--- src/rtl/rom_port_arbiter_if.sv ---
// Bundle of the fetch/data-load request and response handshakes plus the ROM read port.
// The arbiter sits on the slave side; requesters and the ROM model sit on the master side.
interface rom_port_arbiter_if;
    logic        f_req_valid;
    logic [31:0] f_req_addr;
    logic        f_req_ready;
    logic        f_resp_valid;
    logic        d_req_valid;
    logic [31:0] d_req_addr;
    logic        d_req_ready;
    logic        d_resp_valid;
    logic [31:0] resp_rdata;
    logic        resp_err;
    logic [31:0] mem_addr;
    logic [31:0] mem_rdata;

    modport slave (
        input  f_req_valid, f_req_addr, d_req_valid, d_req_addr, mem_rdata,
        output f_req_ready, f_resp_valid, d_req_ready, d_resp_valid,
        output resp_rdata, resp_err, mem_addr
    );

    modport master (
        output f_req_valid, f_req_addr, d_req_valid, d_req_addr, mem_rdata,
        input  f_req_ready, f_resp_valid, d_req_ready, d_resp_valid,
        input  resp_rdata, resp_err, mem_addr
    );
endinterface

--- src/rtl/rom_port_arbiter.sv ---
// Round-robin arbiter sharing one ROM read port between fetch (F) and data-load (D).
// Bad addresses are answered with an error response without touching the ROM.
module rom_port_arbiter #(
    parameter int LATENCY = 1,
    parameter int DEPTH   = 64
) (
    input  logic                 clk,
    input  logic                 rst_n,
    rom_port_arbiter_if.slave    bus
);
    typedef enum logic [1:0] {IDLE, BUSY, RESP} state_e;

    localparam int               CNT_W    = $clog2(LATENCY + 1);
    localparam logic [CNT_W-1:0] CNT_LOAD = CNT_W'(LATENCY);
    localparam logic [CNT_W-1:0] CNT_ONE  = CNT_W'(1);
    localparam logic [31:0]      DEPTH_W  = 32'(DEPTH);

    state_e           state_q, state_d;
    logic [CNT_W-1:0] cnt_q, cnt_d;
    logic             ptr_q, ptr_d;   // 0: F has priority, 1: D has priority
    logic             gnt_q, gnt_d;   // 0: F granted, 1: D granted
    logic [31:0]      mem_addr_q, mem_addr_d;
    logic [31:0]      rdata_q, rdata_d;
    logic             err_q, err_d;
    logic             f_rv_q, f_rv_d;
    logic             d_rv_q, d_rv_d;

    logic             can_acc, sel_f, sel_d, f_ready, d_ready, accept, addr_ok;
    logic [31:0]      req_addr;

    always_comb begin
        can_acc  = (state_q == IDLE) || (state_q == RESP);
        sel_f    = bus.f_req_valid & (~bus.d_req_valid | ~ptr_q);
        sel_d    = bus.d_req_valid & (~bus.f_req_valid | ptr_q);
        f_ready  = can_acc & sel_f;
        d_ready  = can_acc & sel_d;
        accept   = f_ready | d_ready;
        req_addr = sel_d ? bus.d_req_addr : bus.f_req_addr;
        addr_ok  = (req_addr[1:0] == 2'b00) && ({2'b00, req_addr[31:2]} < DEPTH_W);
    end

    always_comb begin
        state_d    = state_q;
        cnt_d      = cnt_q;
        ptr_d      = ptr_q;
        gnt_d      = gnt_q;
        mem_addr_d = mem_addr_q;
        rdata_d    = rdata_q;
        err_d      = err_q;
        f_rv_d     = 1'b0;
        d_rv_d     = 1'b0;
        case (state_q)
            IDLE, RESP: begin
                if (accept) begin
                    gnt_d = sel_d;
                    ptr_d = ~sel_d;
                    if (addr_ok) begin
                        mem_addr_d = req_addr;
                        cnt_d      = CNT_LOAD;
                        state_d    = BUSY;
                    end else begin
                        // Rejected: answer next cycle, ROM address left alone.
                        rdata_d = 32'h0;
                        err_d   = 1'b1;
                        f_rv_d  = ~sel_d;
                        d_rv_d  = sel_d;
                        state_d = RESP;
                    end
                end else begin
                    state_d = IDLE;
                end
            end
            BUSY: begin
                cnt_d = cnt_q - CNT_ONE;
                if (cnt_q == CNT_ONE) begin
                    rdata_d = bus.mem_rdata;
                    err_d   = 1'b0;
                    f_rv_d  = ~gnt_q;
                    d_rv_d  = gnt_q;
                    state_d = RESP;
                end
            end
            default: state_d = IDLE;
        endcase
    end

    always_ff @(posedge clk or negedge rst_n) begin
        if (!rst_n) begin
            state_q    <= IDLE;
            cnt_q      <= '0;
            ptr_q      <= 1'b0;
            gnt_q      <= 1'b0;
            mem_addr_q <= 32'h0;
            rdata_q    <= 32'h0;
            err_q      <= 1'b0;
            f_rv_q     <= 1'b0;
            d_rv_q     <= 1'b0;
        end else begin
            state_q    <= state_d;
            cnt_q      <= cnt_d;
            ptr_q      <= ptr_d;
            gnt_q      <= gnt_d;
            mem_addr_q <= mem_addr_d;
            rdata_q    <= rdata_d;
            err_q      <= err_d;
            f_rv_q     <= f_rv_d;
            d_rv_q     <= d_rv_d;
        end
    end

    assign bus.f_req_ready  = f_ready;
    assign bus.d_req_ready  = d_ready;
    assign bus.f_resp_valid = f_rv_q;
    assign bus.d_resp_valid = d_rv_q;
    assign bus.resp_rdata   = rdata_q;
    assign bus.resp_err     = err_q;
    assign bus.mem_addr     = mem_addr_q;
endmodule

--- src/flat_wrapper.sv ---
// flat-port wrapper written by rule: the top's interface ports become plain ports
module rom_port_arbiter_flat 
#(
    parameter int LATENCY = 1,
    parameter int DEPTH   = 64
)
  (clk, rst_n, bus_f_req_valid, bus_f_req_addr, bus_d_req_valid, bus_d_req_addr, bus_mem_rdata, bus_f_req_ready, bus_f_resp_valid, bus_d_req_ready, bus_d_resp_valid, bus_resp_rdata, bus_resp_err, bus_mem_addr);
  rom_port_arbiter_if bus_i ();
  input  logic clk;
  input  logic rst_n;
  input wire logic [$bits(bus_i.f_req_valid)-1:0] bus_f_req_valid;
  input wire logic [$bits(bus_i.f_req_addr)-1:0] bus_f_req_addr;
  input wire logic [$bits(bus_i.d_req_valid)-1:0] bus_d_req_valid;
  input wire logic [$bits(bus_i.d_req_addr)-1:0] bus_d_req_addr;
  input wire logic [$bits(bus_i.mem_rdata)-1:0] bus_mem_rdata;
  output wire logic [$bits(bus_i.f_req_ready)-1:0] bus_f_req_ready;
  output wire logic [$bits(bus_i.f_resp_valid)-1:0] bus_f_resp_valid;
  output wire logic [$bits(bus_i.d_req_ready)-1:0] bus_d_req_ready;
  output wire logic [$bits(bus_i.d_resp_valid)-1:0] bus_d_resp_valid;
  output wire logic [$bits(bus_i.resp_rdata)-1:0] bus_resp_rdata;
  output wire logic [$bits(bus_i.resp_err)-1:0] bus_resp_err;
  output wire logic [$bits(bus_i.mem_addr)-1:0] bus_mem_addr;
  assign bus_i.f_req_valid = bus_f_req_valid;
  assign bus_i.f_req_addr = bus_f_req_addr;
  assign bus_i.d_req_valid = bus_d_req_valid;
  assign bus_i.d_req_addr = bus_d_req_addr;
  assign bus_i.mem_rdata = bus_mem_rdata;
  assign bus_f_req_ready = bus_i.f_req_ready;
  assign bus_f_resp_valid = bus_i.f_resp_valid;
  assign bus_d_req_ready = bus_i.d_req_ready;
  assign bus_d_resp_valid = bus_i.d_resp_valid;
  assign bus_resp_rdata = bus_i.resp_rdata;
  assign bus_resp_err = bus_i.resp_err;
  assign bus_mem_addr = bus_i.mem_addr;
  rom_port_arbiter #(.LATENCY(LATENCY), .DEPTH(DEPTH)) u_core (.clk(clk), .rst_n(rst_n), .bus(bus_i));
endmodule
--- config.mk ---
export PLATFORM = sky130hd
export DESIGN_NAME = rom_port_arbiter_flat
export DESIGN_NICKNAME = d
export VERILOG_FILES = /design/src/rtl/rom_port_arbiter_if.sv /design/src/rtl/rom_port_arbiter.sv /design/src/flat_wrapper.sv
export SDC_FILE = /design/constraint.sdc
export NUM_CORES = 1
export LEC_CHECK = 0
export ABC_AREA = 1
export CAP_MARGIN = 20
export CORE_AREA = 2 2 70 122
export DETAILED_ROUTE_END_ITERATION = 16
export DIE_AREA = 0 0 72 124
export PLACE_DENSITY_LB_ADDON = 0.12
export RECOVER_POWER = 100
export SYNTH_ARGS = -nofsm -noshare
export SYNTH_HDL_FRONTEND = slang
export SYNTH_SLANG_ARGS = --single-unit
--- constraint.sdc ---
create_clock -name clk -period 2.7 [get_ports clk]
set_clock_uncertainty 0.05 [all_clocks]
set_input_delay 0.405 -clock clk [delete_from_list [all_inputs] [get_ports clk]]
set_output_delay 0.405 -clock clk [all_outputs]
set_load 0.05 [all_outputs]
Word level (Yosys, flattened, before mapping)

Index checks and enable logic that the tools add are counted.

Flip-flop bits (word level): 72
Bits in latches: 0
RAM bits: 0
Bits in read-only memories: 0
Bits of input ports: 100
Output and inout bits: 69
Memories kept: 0

$add $sub $neg: 1
Multipliers: 0
Div/mod/pow operators: 0
$lt $le $gt $ge: 1
Eq/ne operators: 6
Shifts and indexed selects: 0
Mux-type cells: 24
Bitwise logic cells: 12
Reductions and logical operators: 10

Operators by type and width:

| cell                                                        | number |
|---|---|
| 2-to-1 mux 32 bit                                           | 4 |
| one-hot mux 32 bit (2 select lines)                         | 1 |
| less-than comparator 30 x 7 -> 1 bit, second input constant | 1 |
| 2-to-1 mux 1 bit                                            | 11 |
| one-hot mux 1 bit (2 select lines)                          | 4 |
| 2-to-1 mux 2 bit                                            | 3 |
| inequality test 2 x 1 -> 1 bit, second input constant       | 3 |
| AND reduction 3 bit                                         | 2 |
| inverter 1 bit                                              | 5 |
| bitwise AND 1 bit                                           | 4 |
| logical NOT 2 bit                                           | 2 |
| one-hot mux 2 bit (2 select lines)                          | 1 |
| AND reduction 4 bit                                         | 1 |
| bitwise OR 1 bit                                            | 3 |
| equality test 2 x 1 -> 1 bit, second input constant         | 1 |
| equality test 2 bit, second input constant                  | 1 |
| inequality test 2 bit, second input constant                | 1 |
| AND reduction 2 bit                                         | 1 |
| nonzero test 2 bit                                          | 1 |
| OR reduction 2 bit                                          | 1 |
| logical AND 1 bit                                           | 1 |
| logical OR 1 bit                                            | 1 |
| subtractor 1 bit, second input constant                     | 1 |

Depth between registers and ports, before layout

Depth after elaboration: 9
Depth in mapped cells: 15

Worst setup path before layout

No wires, ideal clock.

Kind: input-to-reg
Start: input port bus_d_req_valid
End: register u_core.mem_addr_q[2] (netlist: u_core.bus.mem_addr[2])
Setup time: 0.123 ns
Arrival time: 2.206 ns
Data required time: 2.527 ns
Setup slack: 0.321 ns
Stages: 10
Buffers on the path: 3
Cells stage by stage: buf_4 nand2_2 buf_6 nor2_1 inv_1 nand2_1 nand3_1 buf_2 nand2_1 o21ai_1

RTL lines:

| item                                 | line                    | RTL |
|---|---|---|
| start, declared                      | flat_wrapper.sv:13      | `input wire logic [$bits(bus_i.d_req_valid)-1:0] bus_d_req_valid;` |
| bitwise AND 1 bit                    | rom_port_arbiter.sv:34  | `sel_d = bus.d_req_valid & (~bus.f_req_valid \| ptr_q);` |
| bitwise AND 1 bit                    | rom_port_arbiter.sv:36  | `d_ready = can_acc & sel_d;` |
| net bus_d_req_ready                  | flat_wrapper.sv:18      | `output wire logic [$bits(bus_i.d_req_ready)-1:0] bus_d_req_ready;` |
| bitwise OR 1 bit                     | rom_port_arbiter.sv:37  | `accept = f_ready \| d_ready;` |
| AND reduction 3 bit (no source line) | --                      |  |
| end signal, assigned                 | rom_port_arbiter.sv:103 | `mem_addr_q <= mem_addr_d;` |
| end, declared                        | rom_port_arbiter.sv:22  | `logic [31:0] mem_addr_q, mem_addr_d;` |

The timed path passes the listed nets, and every way through them passes these cells.
A chain may end at the register's enable or synchronous reset.

Worst setup path after layout

Start: input port bus_d_req_valid
End: output port bus_d_req_ready

Longest elaborated chain between the ends: 2

Ends and longest elaborated chain:

| item              | line |
|---|---|
| bitwise AND 1 bit | rom_port_arbiter.sv:34 |
| bitwise AND 1 bit | rom_port_arbiter.sv:36 |
| end, declared     | flat_wrapper.sv:18 |

Every way passes these cells.

==> results.sh <==
export IMPL_antennaDiodeCount=0
export IMPL_cp_start_kind="primary input"
export IMPL_worstHoldStart="u_core.bus.mem_addr[24]"
export IMPL_worstSetupPathType="in2out"
export IMPL_violations="max-capacitance violations, max-slew violations"
export IMPL_grt_max_degree=73
export IMPL_pwr_share_seq_pct=43.1
export IMPL_clk_pin_slew_ns=0.05
export IMPL_htreeDepth=3
export IMPL_internal_power_w=0.001974
export IMPL_syn_instance_count=422
export IMPL_reg2reg_depth=14
export IMPL_synth_cell_type_count=19
export IMPL_grt_use_met1_pct=24.34
export IMPL_syn_cell_area_um2=3387
export IMPL_drc=0
export IMPL_fin_crit_sh_pct=88.55
export IMPL_grt_pass1_wl_mm=14.57
export IMPL_antenna_found_initial=0
export IMPL_grtUsageTotal_pct=20.86
export IMPL_rsz0062_at_grt="no"
export IMPL_cts_resized=0
export IMPL_r2r_end="u_core.bus.resp_rdata[20]"
export IMPL_clock_root_buffer="clkbuf_16"
export IMPL_drt_total_wl_mm=8.964
export IMPL_use_met2_pct=36.34
export IMPL_p_comb_share_pct=14.4
export IMPL_mostFrequentLayoutCells="140 x nand2_1, 98 x clkdlybuf4s50_1, 82 x nand3_1, 72 x dfrtp_1, 67 x dlygate4sd3_1"
export IMPL_crit_fanout=17
export IMPL_dpl_hpwl_mm=6.757
export IMPL_post_place_cells=669
export IMPL_holdWs_ns=0.4029
export IMPL_syn_area_per_cell_um2=8.026
export IMPL_cp_required_ns=2.25
export IMPL_slew_violations=73
export IMPL_synth_seq_area_share_pct=53.20
export IMPL_grt_pass1_vias=3107
export IMPL_syn_nets=522
export IMPL_p_per_area_nw_per_um2=466.9
export IMPL_syn_to_final_growth_pct=60.33
export IMPL_timing_rr_start="u_core.ptr_q"
export IMPL_instances_no_fill=683
export IMPL_clock_sinks=72
export IMPL_fmax_mhz=418.2
export IMPL_drive_above_1_share_pct=5.565
export IMPL_ant_nets=0
export IMPL_p_sw_w=0.0005618
export IMPL_synthesis_yosys_warnings=0
export IMPL_vdd_ir_drop_worst_uv=381.9
export IMPL_min_to="u_core.bus.mem_addr[24]"
export IMPL_num_nets_final=690
export IMPL_grt_busiest_layer="met2"
export IMPL_post_cts_buffers=0
export IMPL_pwr_share_clk_pct=42.5
export IMPL_initial_utilization_pct=42.83
export IMPL_layout_commonest_cell="nand2_1"
export IMPL_core_um2=7909
export IMPL_io_pins=169
export IMPL_worstPathArrival_ns=1.94
export IMPL_min_path_cells=2
export IMPL_slew_headroom_pct=-14.22
export IMPL_finalCriticalPeriod_ns=2.391
export IMPL_wl_per_cell_um=13.12
export IMPL_drt_pass1_iterations=4
export IMPL_leakage_nw=3.175
export IMPL_worst_slew_pin_slew_ns=1.713
export IMPL_cp_end_kind="primary output"
export IMPL_dieHeight_um=124
export IMPL_dieArea_um2=8928
export IMPL_row_count=43
export IMPL_clk_latency_ns=0.32
export IMPL_clk_path_buf_depth=2
export IMPL_ys_ff_latch=72
export IMPL_hp_class="reg2reg"
export IMPL_place_gp_congestion=0.8766
export IMPL_swShare_pct=22.16
export IMPL_status="finished, violations left"
export IMPL_vias=3250
export IMPL_via_per_inst=4.758
export IMPL_hold_buffers=0
export IMPL_numPortBuffers=168
export IMPL_dr_first_iter_drc_count=88
export IMPL_cts_tree="done"
export IMPL_setup_viol=0
export IMPL_met3_usage_pct=5.502
export IMPL_drv_cap=1
export IMPL_fp_dieW_um=72
export IMPL_r2r_slack_ns=0.57
export IMPL_cts_buffers=9
export IMPL_grt_ovfl_total=0
export IMPL_finalHoldViolations=0
-- per-stage QoR --
step	worst slack [ns]	util (%)	instance area (um^2)	TNS (ns)	power (W)
2_1_floorplan	0.3208	-	3387	0	0.001277
3_3_place_gp	0.07436	65.31	5165	0	0.001480
3_5_place_dp	-0.02302	65.31	5165	-0.1849	0.001483
4_1_cts	0.3215	68.77	5439	0	0.002580
5_1_grt	0.04969	68.66	5430	0	0.002647
6_report	0.3090	68.66	5430	0	0.002536
-- sequential cells by signal (all words and copies together), names as in the netlist --
signal / flops
u_core.bus.f_resp_valid: 1
u_core.state_q: 2
u_core.bus.d_resp_valid: 1
u_core.gnt_q: 1
u_core.cnt_q: 1
u_core.bus.resp_rdata: 32
u_core.bus.resp_err: 1
u_core.bus.mem_addr: 32
u_core.ptr_q: 1
-- power groups by stage --
stage,combinational (W),sequential [W],clock (W)
global placement,0.000368,0.00111,0
detailed placement,0.000372,0.00111,0
floorplan,0.000157,0.00112,0
global route,0.000403,0.00109,0.00115
finish,0.000365,0.00109,0.00108
CTS,0.000374,0.00109,0.00111
-- synth_stat cells, drive strengths merged --
cell type,count,area (um^2)
nand2,146,583.1
nand3,82,410.4
dfrtp,72,1802
inv,64,240.2
nor2,14,55.06
buf,13,110.1
clkbuf,9,33.78
o21ai,9,45.04
mux2i,6,60.06
nand3b,4,30.03
o22ai,2,12.51
a21oi,1,5.000
-- worst max path at each step --
stage	start	endpoint	slack [ns]	depth (start not counted)
2_1_floorplan	bus_d_req_valid	u_core.bus.mem_addr[2]	0.32	10
3_3_place_gp	bus_d_req_valid	u_core.bus.resp_rdata[12]	0.07	14
3_5_place_dp	bus_d_req_valid	u_core.bus.resp_rdata[3]	-0.02	12
4_1_cts	bus_d_req_valid	u_core.bus.resp_rdata[3]	0.32	12
5_1_grt	bus_d_req_valid	u_core.bus.resp_rdata[20]	0.05	14
6_report	bus_d_req_valid	bus_d_req_ready	0.31	5
-- per-layer routing --
layer / wire length, um / up-vias
met1: 3512 / 1479
met2: 4642 / 128
met4: 153 / 0
met5: 0 / -
li1: - / 1633
met3: 655 / 10
-- logic make-up after synthesis --
logic type	share of synthesized area (%)
and+or+nand+nor	31.84
buffers and inverters	11.34
DFF	53.20
AOI/OAI and AO/OA	1.847
muxes	1.773
-- critical path: stages --
cell and delay, ns:
clkdlybuf4s50_1 0.69, nand2_2 0.30, nor2_1 0.20, clkbuf_1 0.18, buf_12 0.16
-- area by class of cell --
type                       instances  area, um^2
clock buffer                      14       274.0
fill                             689        2479
inverter                          64       240.2
multi-input combinational        264        1201
sequential                        72        1802
tap                               90       112.6
timing repair buffer             179        1800
No activity file was read; power rests on OpenSTA's default activity.
